<file path="src/rtl/stash_scan_slotter_if.sv">
// stash_scan_slotter_if: scan-entry and scan-table handshake bundle for stash_scan_slotter
interface stash_scan_slotter_if #(
  parameter int ORAML = 3,
  parameter int ORAMZ = 4,
  parameter int StashEAWidth = 6
);
  localparam int ScanTableAWidth = $clog2((ORAML + 1) * ORAMZ);
  logic PerAccessReset;
  logic ResetDone;
  logic [ORAML-1:0] CurrentLeaf;
  logic [ORAML-1:0] InLeaf;
  logic [StashEAWidth-1:0] InSAddr;
  logic InValid;
  logic [StashEAWidth-1:0] OutSAddr;
  logic OutAccepted;
  logic OutValid;
  logic [ScanTableAWidth-1:0] InSTAddr;
  logic InSTValid;
  logic InSTReset;
  logic [StashEAWidth-1:0] OutSTAddr;
  logic OutSTValid;
  modport master (
    output PerAccessReset, CurrentLeaf, InLeaf, InSAddr, InValid, InSTAddr, InSTValid, InSTReset,
    input ResetDone, OutSAddr, OutAccepted, OutValid, OutSTAddr, OutSTValid
  );
  modport slave (
    input PerAccessReset, CurrentLeaf, InLeaf, InSAddr, InValid, InSTAddr, InSTValid, InSTReset,
    output ResetDone, OutSAddr, OutAccepted, OutValid, OutSTAddr, OutSTValid
  );
endinterface

</file>
<file path="src/rtl/stash_scan_slotter.sv">
// stash_scan_slotter: places scanned stash entries into the deepest free common bucket of the access path.
// Optional SCAN_TABLE_CHECK_EN adds a simulation-only collision check on the scan-table port.
module stash_scan_slotter #(
  parameter int ORAML = 3,
  parameter int ORAMZ = 4,
  parameter int StashEAWidth = 6
) (
  input logic Clock,
  input logic Reset,
  stash_scan_slotter_if.slave bus
);
  localparam int ORAMLP1 = ORAML + 1;
  localparam int BlocksOnPath = ORAMLP1 * ORAMZ;
  localparam int ScanTableAWidth = $clog2(BlocksOnPath);
  localparam int BCWidth = $clog2(ORAMZ + 1);
  localparam int LWidth = ORAMLP1 > 1 ? $clog2(ORAMLP1) : 1;
  localparam int InitWidth = $clog2(BlocksOnPath + 1);
  localparam logic [StashEAWidth-1:0] SNULL = '1;
  logic [BCWidth-1:0] count [ORAMLP1];
  logic [InitWidth-1:0] initCount;
  logic [StashEAWidth-1:0] scanTable [BlocksOnPath];
  logic [ORAMLP1-1:0] x, common, full, space;
  logic [LWidth-1:0] level;
  logic [ScanTableAWidth-1:0] slot, ramAddr;
  logic [StashEAWidth-1:0] ramWData;
  logic ramWE, initing, scanValid, accept;
  // Levels shared with the current path are those below the first differing leaf bit.
  assign x = {bus.InLeaf, 1'b0} ^ {bus.CurrentLeaf, 1'b0};
  assign common = (x & (~x + ORAMLP1'(1))) - ORAMLP1'(1);
  always_comb begin
    level = '0;
    full = '0;
    space = '0;
    for (int i = 0; i < ORAMLP1; i++) begin
      full[i] = count[i] == BCWidth'(ORAMZ);
      space[i] = common[i] & ~full[i];
      if (space[i]) level = LWidth'(i);
    end
  end
  assign initing = initCount != InitWidth'(BlocksOnPath);
  assign scanValid = bus.InValid & ~initing;
  assign accept = scanValid & |space;
  assign slot = ScanTableAWidth'(int'(level) * ORAMZ + int'(count[level]));
  assign bus.ResetDone = ~initing;
  assign bus.OutValid = scanValid;
  assign bus.OutAccepted = accept;
  assign bus.OutSAddr = bus.InSAddr;
  // Single table port: init walk beats scan writes, which beat external reads/clears.
  assign ramAddr = initing ? ScanTableAWidth'(initCount) : scanValid ? slot : bus.InSTAddr;
  assign ramWE = initing | accept | (~scanValid & bus.InSTReset);
  assign ramWData = scanValid ? bus.InSAddr : SNULL;
  always_ff @(posedge Clock) begin
    if (ramWE) scanTable[ramAddr] <= ramWData;
    bus.OutSTAddr <= scanTable[ramAddr];
  end
  always_ff @(posedge Clock or posedge Reset)
    if (Reset) begin
      initCount <= '0;
      bus.OutSTValid <= 1'b0;
      for (int i = 0; i < ORAMLP1; i++) count[i] <= '0;
    end else begin
      bus.OutSTValid <= bus.InSTValid;
      if (initing) initCount <= initCount + InitWidth'(1);
      for (int i = 0; i < ORAMLP1; i++)
        if (bus.PerAccessReset) count[i] <= '0;
        else if (accept && level == LWidth'(i)) count[i] <= count[i] + BCWidth'(1);
    end
`ifdef SCAN_TABLE_CHECK_EN
  always_ff @(posedge Clock)
    if (!Reset && bus.InValid && bus.InSTValid) begin
      $display("stash_scan_slotter: scan entry and table read collide on the table port");
      $stop;
    end
`endif
endmodule

</file>
<file path="src/flat_wrapper.sv">
// flat-port wrapper written by rule: the top's interface ports become plain ports
module stash_scan_slotter_flat 
#(
  parameter int ORAML = 3,
  parameter int ORAMZ = 4,
  parameter int StashEAWidth = 6
)
  (Clock, Reset, bus_PerAccessReset, bus_CurrentLeaf, bus_InLeaf, bus_InSAddr, bus_InValid, bus_InSTAddr, bus_InSTValid, bus_InSTReset, bus_ResetDone, bus_OutSAddr, bus_OutAccepted, bus_OutValid, bus_OutSTAddr, bus_OutSTValid);
  stash_scan_slotter_if #(.ORAML(ORAML), .ORAMZ(ORAMZ), .StashEAWidth(StashEAWidth)) bus_i ();
  input logic Clock;
  input logic Reset;
  input wire logic [$bits(bus_i.PerAccessReset)-1:0] bus_PerAccessReset;
  input wire logic [$bits(bus_i.CurrentLeaf)-1:0] bus_CurrentLeaf;
  input wire logic [$bits(bus_i.InLeaf)-1:0] bus_InLeaf;
  input wire logic [$bits(bus_i.InSAddr)-1:0] bus_InSAddr;
  input wire logic [$bits(bus_i.InValid)-1:0] bus_InValid;
  input wire logic [$bits(bus_i.InSTAddr)-1:0] bus_InSTAddr;
  input wire logic [$bits(bus_i.InSTValid)-1:0] bus_InSTValid;
  input wire logic [$bits(bus_i.InSTReset)-1:0] bus_InSTReset;
  output wire logic [$bits(bus_i.ResetDone)-1:0] bus_ResetDone;
  output wire logic [$bits(bus_i.OutSAddr)-1:0] bus_OutSAddr;
  output wire logic [$bits(bus_i.OutAccepted)-1:0] bus_OutAccepted;
  output wire logic [$bits(bus_i.OutValid)-1:0] bus_OutValid;
  output wire logic [$bits(bus_i.OutSTAddr)-1:0] bus_OutSTAddr;
  output wire logic [$bits(bus_i.OutSTValid)-1:0] bus_OutSTValid;
  assign bus_i.PerAccessReset = bus_PerAccessReset;
  assign bus_i.CurrentLeaf = bus_CurrentLeaf;
  assign bus_i.InLeaf = bus_InLeaf;
  assign bus_i.InSAddr = bus_InSAddr;
  assign bus_i.InValid = bus_InValid;
  assign bus_i.InSTAddr = bus_InSTAddr;
  assign bus_i.InSTValid = bus_InSTValid;
  assign bus_i.InSTReset = bus_InSTReset;
  assign bus_ResetDone = bus_i.ResetDone;
  assign bus_OutSAddr = bus_i.OutSAddr;
  assign bus_OutAccepted = bus_i.OutAccepted;
  assign bus_OutValid = bus_i.OutValid;
  assign bus_OutSTAddr = bus_i.OutSTAddr;
  assign bus_OutSTValid = bus_i.OutSTValid;
  stash_scan_slotter #(.ORAML(ORAML), .ORAMZ(ORAMZ), .StashEAWidth(StashEAWidth)) u_core (.Clock(Clock), .Reset(Reset), .bus(bus_i));
endmodule
</file>
<file path="config.mk">
export PLATFORM = sky130hd
export DESIGN_NAME = stash_scan_slotter_flat
export DESIGN_NICKNAME = d
export VERILOG_FILES = /design/src/rtl/stash_scan_slotter_if.sv /design/src/rtl/stash_scan_slotter.sv /design/src/flat_wrapper.sv
export SDC_FILE = /design/constraint.sdc
export NUM_CORES = 1
export LEC_CHECK = 0
export CAP_MARGIN = 10
export CORE_MARGIN = 2
export CORE_UTILIZATION = 40
export CTS_CLUSTER_DIAMETER = 80
export DETAILED_ROUTE_END_ITERATION = 8
export GPL_TIMING_DRIVEN = 1
export PLACE_DENSITY = 0.68
export RECOVER_POWER = 25
export SYNTH_ARGS = -nofsm -noshare
export SYNTH_HDL_FRONTEND = slang
export SYNTH_SLANG_ARGS = --single-unit
</file>
<file path="constraint.sdc">
create_clock -name Clock -period 8.4 [get_ports Clock]
set_input_delay 2.1 -clock Clock [delete_from_list [all_inputs] [get_ports Clock]]
set_output_delay 2.1 -clock Clock [all_outputs]
set_load 0.01 [all_outputs]
</file>
### Yosys cells after proc, flatten, opt, wreduce, memory -nomap -nowiden

Memory sizes are Yosys's and may differ from the RTL's. A register that Yosys moved wholly into a read port is not among the register bits.
Cells that the tools add are included.

| storage, ports and cells | value |
|---|---|
| register bits | 18 |
| latch bits | 0 |
| bits in writable memories | 96 |
| memory bits (read-only) | 0 |
| output and inout port bits | 16 |
| memories | 1 |

| operators by class | value |
|---|---|
| $add $sub $neg | 8 |
| $mul | 0 |
| divide/modulo/power cells | 0 |
| $lt $le $gt $ge | 1 |
| eq/ne operators | 8 |
| shifts and indexed selects | 0 |
| mux-type cells | 19 |
| bitwise operators | 19 |
| reductions and logical operators | 10 |

Memories:

| name | depth | width | read ports | clocked after memory_dff | wr ports | RTL line | source |
|---|---|---|---|---|---|---|---|
| u_core.scanTable | 16 | 6 | 1 | 1 | 1 | stash_scan_slotter.sv:21 | `logic [StashEAWidth-1:0] scanTable [BlocksOnPath];` |

Operator list:

| kind | count |
|---|---|
| $mux 3 | 10 |
| $add 3x1->3 const B | 4 |
| $eq 3x3->1 const B | 4 |
| $mux 4 | 2 |
| $reduce_bool 2->1 | 4 |
| $and 1x1->1 | 7 |
| $bmux 3 s2 | 1 |
| $mux 6 | 1 |
| $not 1->1 | 6 |
| $add 5x1->5 const B | 1 |
| $ne 5x5->1 const B | 1 |
| $add 4x1->4 const B | 1 |
| $add 4x3->4 | 1 |
| $and 4x4->4 | 1 |
| $eq 2x2->1 const B | 2 |
| $logic_and 1x1->1 | 4 |
| $mux 2 | 2 |
| $not 4->4 | 1 |
| $reduce_or 4->1 | 1 |
| $sub 4x1->4 const B | 1 |
| $xor 4x4->4 | 1 |
| $ge 3x3->1 const B | 1 |
| $mux 1 | 3 |
| $not 2->3 | 1 |
| 3 further kinds | 4 |

### Longest topological paths before layout

Gate-level depths: netlist (run 1).

| depth | value |
|---|---|
| word-level depth | 16 |
| mapped depth | 16 |

### Least setup slack after synthesis (run 1)

OpenSTA, ideal clock, no wires.

| timing | value |
|---|---|
| path kind | input to output |
| start | input port bus_CurrentLeaf[0] |
| end | output port bus_OutAccepted |
| arrival | 2.997 ns |
| setup slack | 3.303 ns |
| stages | 4 |
| buffers on the path | 0 |
| cells stage by stage | xnor2_2 -> and2_1 -> nand2_1 -> a41oi_1 |

| on the way | value |
|---|---|
| cells in the longest elaborated chain, start to end | 8 |

Ends and longest elaborated chain:

| item | RTL line | source |
|---|---|---|
| from (decl) | flat_wrapper.sv:13 | `input wire logic [$bits(bus_i.CurrentLeaf)-1:0] bus_CurrentLeaf;` |
| $xor 4x4->4 (*) | stash_scan_slotter.sv:28 | `assign x = {bus.InLeaf, 1'b0} ^ {bus.CurrentLeaf, 1'b0};` |
| $not 4->4 | stash_scan_slotter.sv:29 | `assign common = (x & (~x + ORAMLP1'(1))) - ORAMLP1'(1);` |
| $add 4x1->4 | stash_scan_slotter.sv:29 |  |
| $and 4x4->4 (*) | stash_scan_slotter.sv:29 |  |
| $sub 4x1->4 (*) | stash_scan_slotter.sv:29 |  |
| $and 1x1->1 | stash_scan_slotter.sv:36 | `space[i] = common[i] & ~full[i];` |
| $reduce_or 4->1 (*) | stash_scan_slotter.sv:42 | `assign accept = scanValid & \|space;` |
| $and 1x1->1 (*) | stash_scan_slotter.sv:42 |  |
| to (decl) | flat_wrapper.sv:22 | `output wire logic [$bits(bus_i.OutAccepted)-1:0] bus_OutAccepted;` |

Mark *: on every way between the ends. The rest lies on a longest branch, timed or not.

### Worst setup path after layout (run 1)

| timing | value |
|---|---|
| start | input port bus_InLeaf[0] |
| end | output port bus_OutAccepted |

| on the way | value |
|---|---|
| cells in the longest elaborated chain, start to end | 8 |

Ends and longest elaborated chain:

| item | RTL line | source |
|---|---|---|
| from (decl) | flat_wrapper.sv:14 | `input wire logic [$bits(bus_i.InLeaf)-1:0] bus_InLeaf;` |
| $xor 4x4->4 (*) | stash_scan_slotter.sv:28 |  |
| $not 4->4 | stash_scan_slotter.sv:29 |  |
| $add 4x1->4 | stash_scan_slotter.sv:29 |  |
| $and 4x4->4 (*) | stash_scan_slotter.sv:29 |  |
| $sub 4x1->4 (*) | stash_scan_slotter.sv:29 |  |
| $and 1x1->1 | stash_scan_slotter.sv:36 |  |
| $reduce_or 4->1 (*) | stash_scan_slotter.sv:42 |  |
| $and 1x1->1 (*) | stash_scan_slotter.sv:42 |  |

Marks and branches as above.

==> results of run 1 <==
[critical path: stages]
cell	delay (ps)
dlygate4sd3_1	580
xnor2_1	430
and2_1	250
nand2_1	120
a41oi_1	340
clkdlybuf4s50_1	600
[synthesized netlist by cell type, types with 2 or more instances]
| cell type | count | area (um^2) |
|---|---|---|
| xnor2_1 | 11 | 96.3 |
| mux2_2 | 2 | 22.5 |
| o21ai_0 | 5 | 25.0 |
| o221ai_1 | 7 | 61.3 |
| clkbuf_1 | 2 | 7.51 |
| nand2b_1 | 10 | 62.6 |
| nand3_1 | 8 | 40.0 |
| a21o_1 | 2 | 15.0 |
| a41oi_1 | 2 | 17.5 |
| edfxtp_1 | 96 | 2880 |
| inv_1 | 14 | 52.6 |
| nand4_1 | 2 | 12.5 |
| a31oi_1 | 3 | 18.8 |
| dfrtp_1 | 18 | 450 |
| o211ai_1 | 2 | 15.0 |
| buf_4 | 9 | 67.6 |
| xor2_1 | 4 | 35.0 |
| o22a_1 | 6 | 52.6 |
| a21oi_1 | 5 | 25.0 |
| or3_1 | 6 | 37.5 |
| nor3_1 | 3 | 15.0 |
| dfxtp_1 | 6 | 120 |
| o22ai_1 | 13 | 81.3 |
| and2_1 | 5 | 31.3 |
| mux2i_1 | 51 | 510 |
| buf_6 | 3 | 33.8 |
| nor2_1 | 38 | 143 |
| ha_1 | 11 | 138 |
| nand2_1 | 27 | 101 |
| buf_2 | 2 | 10.0 |
[state kept, by name, summed over array words and instances, names as in the netlist]
| register | cells |
|---|---|
| u_core.count | 12 |
| u_core.bus.OutSTAddr | 6 |
| u_core.initCount | 5 |
| u_core.scanTable | 96 |
| u_core.bus.OutSTValid | 1 |
[cells by family after synthesis]
family / count (synthesis) / share of synthesized area [%]
buf+inv: 31 / 3.39
fa+ha+maj: 11 / 2.59
mux: 53 / 10.0
simple gates: 105 / 9.22
compound gates: 52 / 7.10
flops: 120 / 64.9
xor+xnor: 16 / 2.78
[metrics by stage]
stage	area [um^2]	total power [mW]	worst slack (ps)	instances
2_1_floorplan	5320	0.803	3300	388
3_3_place_gp	5810	0.864	2200	586
3_5_place_dp	5810	0.867	2130	586
4_1_cts	6380	1.55	2120	618
5_1_grt	6360	1.59	1670	618
6_report	6360	1.53	1880	618
[final cells by class]
| type | count | area [um^2] | share of cell area, % |
|---|---|---|---|
| clock buffers | 19 | 433 | 6.81 |
| clock inverters | 13 | 131 | 2.07 |
| inverters | 15 | 57.6 | 0.905 |
| multi-input cells | 237 | 1690 | 26.5 |
| flip-flops and latches | 120 | 3450 | 54.3 |
| well taps | 176 | 220 | 3.46 |
| repair buffers | 38 | 378 | 5.94 |
[power breakdown]
group          internal [mW]  leakage [nW]  switching, mW
clock network          0.432         0.266          0.252
registers              0.669          1.13        0.00627
logic                 0.0733         0.961          0.101
[path summary, 6_finish.rpt]
path                                            to  slack [ps]  cells past startpoint
max                                bus_OutAccepted        1880                      6
min                            u_core.initCount[4]         470                      1
min in group asynchronous      u_core.initCount[1]        2230                      2
max in group asynchronous          u_core.count[2]        5720                      2
min reg2reg                    u_core.initCount[4]         470                      1
max reg2reg                u_core.bus.OutSTAddr[4]        4020                     12
[cell usage in the layout (no fill, tap or decap), types with 2 or more instances in the layout]
master / netlist / routed
dfxtp_1: 6 / 6
clkdlybuf4s50_1: 0 / 26
or3_1: 6 / 6
o21ai_0: 5 / 5
mux2_2: 2 / 2
a21oi_1: 5 / 5
clkinv_2: 0 / 4
a41oi_1: 2 / 2
clkinvlp_4: 0 / 4
inv_1: 14 / 14
nor2_1: 38 / 38
xnor2_1: 11 / 12
and2_1: 5 / 5
dfrtp_1: 18 / 18
nand2b_1: 10 / 10
a31oi_1: 3 / 2
clkbuf_16: 0 / 17
o211ai_1: 2 / 2
ha_1: 11 / 11
o22ai_1: 13 / 13
edfxtp_1: 96 / 96
nor3_1: 3 / 3
o221ai_1: 7 / 7
dlygate4sd3_1: 0 / 11
bufinv_16: 0 / 2
clkbuf_1: 2 / 2
clkinv_4: 1 / 2
a21o_1: 2 / 2
mux2i_1: 51 / 51
nand2_1: 27 / 28
nand3_1: 8 / 8
o22a_1: 6 / 6
xor2_1: 4 / 4
nand4_1: 2 / 2
[per-layer routing]
metal | vias up | share of wire [%]
li1 | 1517 | -
met5 | - | 0
met1 | 1587 | 44
met4 | 0 | 1.6
met2 | 84 | 50
met3 | 14 | 4.4
==> summary.md, run 1 <==
| Metric | Value |
|---|---|
| Final period utilization | `77.6%` |
| Wirelength, routed | `10.6 mm` |
| Post-synthesis to final-layout area growth | `19.6%` |
| Outcome | `completed` |
| VDD IR max | `112 uV` |
| Max transition margin | `a little over 50%` |
| Root Driver | `clkbuf_16` |
| Global-route wire length before repair | `around 17 mm` |
| Global routing usage on met1 | `between 20% and 30%` |
| Crit Path Max Fanout | `7` |
| GRT Overall Usage | `16.2%` |
| Layer carrying the most global-route usage | `met2` |
| Num Clock Sinks | `120` |
| Number of synthesized register bits | `120` |
| Max-cap violations | `0` |
| Reg clk slew, reported paths | `about 50 ps` |
| Accumulated negative setup slack | `0 ps` |
| Highest Clock Rate | `153 MHz` |
| Max-slew violation count | `0` |
| Number of inserted diodes | `0` |
| DRT iter0 DRCs | `263` |
| Setup repair after global routing missed its margin | `false` |
| Share of layout cells above drive strength 1 | `8.60%` |
| Final Hold Fails | `0` |
| Num ports | `38` |
| Count of fill cells added during filler insertion | `1177` |
| Post-detailed-route DRC marker count | `0` |
| Post-synthesis cell area | `roughly 5300 um^2` |
| Required time of the worst setup path | `6300 ps` |
| Tightest Pin Transition | `743 ps` |
| Path type of the worst setup path | `in2out` |
| Most used DFF post-synth | `edfxtp_1` |
| Die outline area | `14200 um^2` |
| Min Tclk post-route | `about 6500 ps` |
| Final Setup Violations | `0` |
| Starting Density | `40.5%` |
| Overflow after GRT | `0` |
| Source-to-sink clock delay at the later pin of the worst-skew pair | `420 ps` |
| Antenna violations before repair | `0` |
| Number of antenna-violating nets in the routed design | `0` |
| Power density over the cells | `241 nW/um^2` |
| Maximum number of pins on one net before global-route repair | `37` |
| Resized cells post-CTS | `0` |
| Count of input and output buffers | `37` |
| Worst hold-check slack | `471 ps` |
| Number of core rows | `42` |
| Final core utilization | `around 48%` |
| Height of the die | `119 um` |
| Count of cell types in the netlist | `45` |
| Final HPWL from detailed placement | `7.29 mm` |
| Final weighted congestion in routability-driven placement | `0.936` |
| Critical path data arrival time | `4420 ps` |
| Detailed-router iteration count before antenna repair | `5` |
| Hold buffers post-CTS | `0` |
| Endpoint kind of the worst setup timing path | `output port` |
| Warnings, synthesis | `0` |
| Number of buffers between clock root and the deepest sink | `2` |
| Width of the chip | `approximately 120 um` |
| Global routing met3 resource utilization | `4.93%` |
| Pleak | `2.36 nW` |
| Routed wirelength normalized by instance count | `17.2 um` |
| Startpoint Class | `primary input` |
| TritonCTS clock tree | `yes` |
| Via/cell ratio | `5.18` |
| Count of flip-flops with a built-in enable after synthesis | `96` |
| Worst r2r src | `u_core.initCount[0]` |
| Vias in the first global route | `~3300` |
| Number of clock buffers inserted by TritonCTS | `17` |
| Clock skew after layout | `9.79 ps` |
| Min-delay src | `u_core.initCount[4]` |
| Synthesized area per cell | `13.7 um^2` |
| Launch point of the worst path | `bus_InLeaf[0]` |
| Synthesized Nets | `421` |
| Class of the tightest hold or removal check | `reg2reg` |
| Placeable core area | `13100 um^2` |
| Buffers inserted during post-CTS setup optimization | `0` |
| Global Route met2 Usage | `around a quarter` |
| Share of the yosys chip area belonging to registers | `64.9%` |
| Layout net count | `462` |
| Proportion of register bits with asynchronous set or reset after synthesis | `15.0%` |
| Max H-tree Level | `4` |
| Cells after synthesis | `388` |
| Detailed-route via count | `3202` |
Note: power is estimated with default switching activity, not from simulation.
==> run 2: changes to the inputs <==
- clock period: 8.4 -> 6.08 ns (I/O delays scaled with it)
==> summary.md, run 2 (synthesis results as in run 1) <==
| Metric | Value |
|---|---|
| Final Hold Fails | `0 (unchanged)` |
| Count of placed standard cells including taps | `587 (+0.17%)` |
| Tightest Pin Transition | `843 ps (+100 ps)` |
| Number of inserted diodes | `0 (unchanged)` |
| Num Clock Sinks | `120 (unchanged)` |
| VDD IR max | `183 uV (+64%)` |
| Setup repair after global routing missed its margin | `false` |
| Total placed instance area | `5820 um^2 (+0.13%)` |
| Placeable core area | `13100 um^2 (unchanged)` |
| Detailed-router iteration count before antenna repair | `5 (unchanged)` |
| Leading cell type in the layout, fill and taps excluded | `edfxtp_1` |
| Clock skew after layout | `7.10 ps (-2.69 ps)` |
| Number of antenna-violating nets in the routed design | `0 (unchanged)` |
| Number of flip-flops under the largest register name | `96 (unchanged)` |
| Max-slew violation count | `0 (unchanged)` |
| Final weighted congestion in routability-driven placement | `0.876 (-6.4%)` |
| Wirelength, routed | `10.7 mm (+0.26%)` |
| Endpoint kind of the worst setup timing path | `output port` |
| Number of buffers between clock root and the deepest sink | `2 (unchanged)` |
| Path type of the worst setup path | `in2out` |
| Final Setup Violations | `0 (unchanged)` |
| Crit Path Max Fanout | `7 (unchanged)` |
| Register containing the most flip-flops in the final layout | `u_core.scanTable` |
| Global-route wire length before repair | `17.5 mm (+1.5%)` |
| DRT iter0 DRCs | `188 (-29%)` |
| Buffers inserted during post-CTS setup optimization | `0 (unchanged)` |
| Antenna violations before repair | `0 (unchanged)` |
| Number of core rows | `42 (unchanged)` |
| Startpoint Class | `primary input` |
| TritonCTS clock tree | `yes` |
| Max transition margin | `43.8% (-6.7 points)` |
| Final standard cell count with taps included and fillers excluded | `619 (+0.16%)` |
| Outcome | `completed` |
| Overflow after GRT | `0 (unchanged)` |
| Maximum number of pins on one net before global-route repair | `23 (-38%)` |
| Class of the tightest hold or removal check | `reg2reg` |
| Critical path data arrival time | `3560 ps (-860 ps)` |
| GRT Overall Usage | `16.5% (+0.32 points)` |
| Starting Density | `40.5% (unchanged)` |
| Min Tclk post-route | `a little over 5000 ps` |
| Max H-tree Level | `4 (unchanged)` |
| Vias in the first global route | `3334 (+2.0%)` |
| Registers with the most flip-flops | `u_core.scanTable (96), u_core.count (12), u_core.bus.OutSTAddr (6)` |
| Number of clock buffers inserted by TritonCTS | `17 (unchanged)` |
| Routed wirelength normalized by instance count | `17.2 um (+0.10%)` |
| Resized cells post-CTS | `0 (unchanged)` |
| Accumulated negative setup slack | `0 ps (unchanged)` |
| Detailed-route via count | `3205 (+0.094%)` |
| Highest Clock Rate | `197 MHz` |
| Pre-CTS setup slack | `986 ps (-1140 ps)` |
| Source-to-sink clock delay at the later pin of the worst-skew pair | `420 ps (about the same)` |
| Max-cap violations | `0 (unchanged)` |
| Layout net count | `463 (+0.22%)` |
| Worst path setup slack after routing | `1000 ps (-875 ps)` |
| Hold buffers post-CTS | `0 (unchanged)` |
| Post-detailed-route DRC marker count | `0 (unchanged)` |
| Root Driver | `clkbuf_16` |
| Total Power | `2.20 mW (+43%)` |
| Post-synthesis to final-layout area growth | `20.8%` |
| Reg clk slew, reported paths | `50 ps (about the same)` |
| Die outline area | `14200 um^2 (unchanged)` |
| Most used cells in the layout excluding fill and tap cells | `edfxtp_1, mux2i_1, nor2_1` |
| Final period utilization | `83.5%` |
| Final non-filler cell area | `6430 um^2 (+1.0%)` |
| Share of layout cells above drive strength 1 | `9.71% (+1.1 points)` |
| Required time of the worst setup path | `4560 ps (-1740 ps)` |
| Power density over the cells | `342 nW/um^2 (+42%)` |
| Count of fill cells added during filler insertion | `1161 (-1.4%)` |
| Count of input and output buffers | `37 (unchanged)` |
| Width of the chip | `119 um (unchanged)` |
| Num ports | `38 (unchanged)` |
| Via/cell ratio | `5.18 (about the same)` |
| Final HPWL from detailed placement | `7.27 mm (-0.29%)` |
| Pleak | `2.39 nW (+1.7%)` |
| Height of the die | `119 um (unchanged)` |
[run 2: cell types whose count changed in the layout (fill, tap and decap cells not counted)]
| cell | change |
|---|---|
| clkinv_4 | +5 |
| clkbuf_1 | -2 |
| clkinv_2 | -2 |
| clkinvlp_4 | -2 |
| buf_4 | +1 |
| bufinv_16 | +1 |
| clkbuf_8 | +1 |
| clkdlybuf4s50_1 | +1 |
| clkinv_1 | -1 |
| dlygate4sd3_1 | -1 |
| xnor2_1 | -1 |
| xnor2_2 | +1 |
[run 2: layout make-up]
type	instances	area, um^2	area share, %
flip-flops and latches	120	3450	53.7
multi-input cells	237	1700	26.4
clock buffers	18	439	6.83
repair buffers	39	385	6.00
well taps	176	220	3.43
clock inverters	14	176	2.74
inverters	15	57.6	0.895
[run 2: worst paths after layout]
| kind | to | cells past startpoint | slack [ps] | startpoint |
|---|---|---|---|---|
| worst max register to register | u_core.bus.OutSTAddr[2] | 12 | 1960 | u_core.initCount[0] |
| worst min-delay path | u_core.initCount[4] | 1 | 470 | u_core.initCount[4] |
| max in group asynchronous | u_core.count[5] | 2 | 3960 | Reset |
| min in group asynchronous | u_core.initCount[0] | 2 | 1660 | Reset |
| worst min register to register | u_core.initCount[4] | 1 | 470 | u_core.initCount[4] |
| worst max-delay path | bus_OutAccepted | 6 | 1000 | bus_CurrentLeaf[0] |
[run 2: critical path: stages]
cell and delay (ps):
clkdlybuf4s50_1 470, xnor2_2 310, and2_1 220, nand2_1 120, a41oi_1 330, clkdlybuf4s50_1 590
[run 2: report_power, final]
part | switching, mW | internal (mW)
registers | 0.00887 | 0.924
logic | 0.140 | 0.103
clock network | 0.367 | 0.656
[run 2: metrics by stage]
stage / utilization [%] / hold slack, ps
4_1_cts: 49.0 / 485
3_5_place_dp: 44.3 / 472
3_3_place_gp: 44.3 / 473
6_report: 48.9 / 473
2_1_floorplan: - / 446
5_1_grt: 48.9 / 492
[run 2: routing by layer]
metal | share of wire, % | wire length (um) | GRT usage, %
met4 | 1.8 | 197 | 6.18
met3 | 5.4 | 575 | 5.27
met2 | 50 | 5330 | 27.2
met5 | 0 | 0 | 0
met1 | 43 | 4550 | 20.4
==> run 3: changes to the inputs <==
- clock period: 6.08 -> 5 ns (I/O delays scaled with it)
==> summary.md, run 3 (synthesis results as in run 1) <==
| Metric | Value |
|---|---|
| Outcome | `completed` |
| GRT Overall Usage | `16.6% (+0.093 points)` |
| Hold buffers post-CTS | `0 (unchanged)` |
| Pre-CTS setup slack | `314 ps (-672 ps)` |
| Class of the tightest hold or removal check | `reg2reg` |
| Final weighted congestion in routability-driven placement | `0.900 (+2.7%)` |
| Tightest Pin Transition | `755 ps (-88.3 ps)` |
| Endpoint kind of the worst setup timing path | `output port` |
| Number of antenna-violating nets in the routed design | `0 (unchanged)` |
| Detailed-route via count | `3274 (+2.2%)` |
| Power density over the cells | `391 nW/um^2 (+14%)` |
| Wirelength, routed | `10.8 mm (+1.8%)` |
| Critical path data arrival time | `3340 ps (-220 ps)` |
| Number of core rows | `42 (unchanged)` |
| Final Setup Violations | `0 (unchanged)` |
| Highest Clock Rate | `218 MHz` |
| VDD IR max | `154 uV (-16%)` |
| Placeable core area | `13100 um^2 (unchanged)` |
| Crit-path slowest cell | `clkdlybuf4s50_1` |
| Worst path setup slack after routing | `413 ps (-590 ps)` |
| Min Tclk post-route | `around 4600 ps` |
| Crit Path Max Fanout | `7 (unchanged)` |
| Count of placed standard cells including taps | `598 (+1.9%)` |
| Share of layout cells above drive strength 1 | `11.2% (+1.5 points)` |
| Most used cells in the layout excluding fill and tap cells | `edfxtp_1, mux2i_1, nor2_1` |
| TritonCTS clock tree | `yes` |
| Final Hold Fails | `0 (unchanged)` |
| Number of clock buffers inserted by TritonCTS | `17 (unchanged)` |
| Height of the die | `119 um (unchanged)` |
| Max H-tree Level | `4 (unchanged)` |
| Buffers inserted during post-CTS setup optimization | `0 (unchanged)` |
| Crit-path leading delay family | `buffers and inverters` |
| Final HPWL from detailed placement | `7.48 mm (+2.9%)` |
| Buf+Inv Stages, Crit Path | `2 (unchanged)` |
| DRT iter0 DRCs | `255 (+36%)` |
| Max-slew violation count | `0 (unchanged)` |
| Required time of the worst setup path | `3750 ps (-810 ps)` |
| Source-to-sink clock delay at the later pin of the worst-skew pair | `420 ps (about the same)` |
| Path type of the worst setup path | `in2out` |
| Global-route wire length before repair | `17.5 mm (-0.19%)` |
| Accumulated negative setup slack | `0 ps (unchanged)` |
| Post-synthesis to final-layout area growth | `21.0%` |
| Number of flip-flops under the largest register name | `96 (unchanged)` |
| Maximum number of pins on one net before global-route repair | `20 (-13%)` |
| Antenna violations before repair | `0 (unchanged)` |
| Width of the chip | `119 um (unchanged)` |
| Worst path cell trace | `clkdlybuf4s50_1 > xnor2_2 > and2_1 > nand2_1 > a41oi_1 > clkdlybuf4s50_1` |
| Via/cell ratio | `5.20 (+0.37%)` |
| Setup repair after global routing missed its margin | `false` |
| Overflow after GRT | `0 (unchanged)` |
| Number of buffers between clock root and the deepest sink | `2 (unchanged)` |
| Worst hold-check slack | `487 ps (+14.0 ps)` |
| Crit-path most repeated cell | `clkdlybuf4s50_1` |
| Num Clock Sinks | `120 (unchanged)` |
| Pleak | `2.41 nW (+0.66%)` |
| Vias in the first global route | `3308 (-0.78%)` |
| Count of input and output buffers | `37 (unchanged)` |
| Reg clk slew, reported paths | `60 ps (about the same)` |
| Max-cap violations | `0 (unchanged)` |
| Number of inserted diodes | `0 (unchanged)` |
| Layout net count | `474 (+2.4%)` |
| Detailed-router iteration count before antenna repair | `5 (unchanged)` |
| Routed wirelength normalized by instance count | `17.2 um (about the same)` |
| Total Power | `2.52 mW (+15%)` |
| Final period utilization | `91.7%` |
| Num ports | `38 (unchanged)` |
| Clock skew after layout | `8.26 ps (+1.16 ps)` |
| Register containing the most flip-flops in the final layout | `u_core.scanTable` |
| Leading cell type in the layout, fill and taps excluded | `edfxtp_1` |
| Startpoint Class | `primary input` |
| Root Driver | `clkbuf_16` |
| Die outline area | `14200 um^2 (unchanged)` |
| Max transition margin | `49.6% (+5.8 points)` |
| Worst path max stage delay | `600 ps (about the same)` |
| Post-detailed-route DRC marker count | `0 (unchanged)` |
| Starting Density | `40.5% (unchanged)` |
| Resized cells post-CTS | `0 (unchanged)` |
| Registers with the most flip-flops | `u_core.scanTable (96), u_core.count (12), u_core.bus.OutSTAddr (6)` |
| Final standard cell count with taps included and fillers excluded | `630 (+1.8%)` |
-- run 3: cell types whose count changed in the layout (fill, tap and decap cells not counted), sizes merged --
cell,before,now
clkinvlp,3,5
clkinv,9,7
buf,2,13
inv,14,17
bufinv,3,0
-- run 3: per-stage QoR --
step	utilization (%)	cell area, um^2
CTS	49.1	6450
finish	49.0	6440
global route	49.0	6440
detailed placement	45.0	5920
floorplan	-	5320
global placement	45.0	5920
-- run 3: layer usage --
layer / vias up / GRT usage, % / routed length [um]
met2: 104 / 26.3 / 5320
met3: 20 / 4.26 / 511
met5: - / 0 / 0
met1: 1605 / 21.3 / 4800
li1: 1545 / - / -
met4: 0 / 8.09 / 217
-- run 3: path summary, 6_finish.rpt --
| check | cells after the start | start | to | slack, ps |
|---|---|---|---|---|
| max | 6 | bus_CurrentLeaf[0] | bus_OutAccepted | 410 |
| min | 1 | u_core.initCount[4] | u_core.initCount[4] | 490 |
| max reg2reg | 12 | u_core.initCount[0] | u_core.bus.OutSTAddr[4] | 1300 |
| min reg2reg | 1 | u_core.initCount[4] | u_core.initCount[4] | 490 |
| max in group asynchronous | 2 | Reset | u_core.count[2] | 3130 |
| min in group asynchronous | 2 | Reset | u_core.initCount[3] | 1400 |
-- run 3: where the power goes --
group          total (mW)  internal (mW)  switching, mW  leakage, nW
clock                1.08          0.631          0.448        0.248
sequential           1.13           1.12         0.0110         1.13
combinational       0.306          0.133          0.173         1.03
-- run 3: area by class of cell --
cell class | count | area, um^2
clock buffers | 18 | 429
clock inverters | 14 | 100
fillers | 1166 | 6700
inverters | 15 | 57.6
multi-input cells | 237 | 1700
flip-flops and latches | 120 | 3450
well taps | 176 | 220
repair buffers | 50 | 480
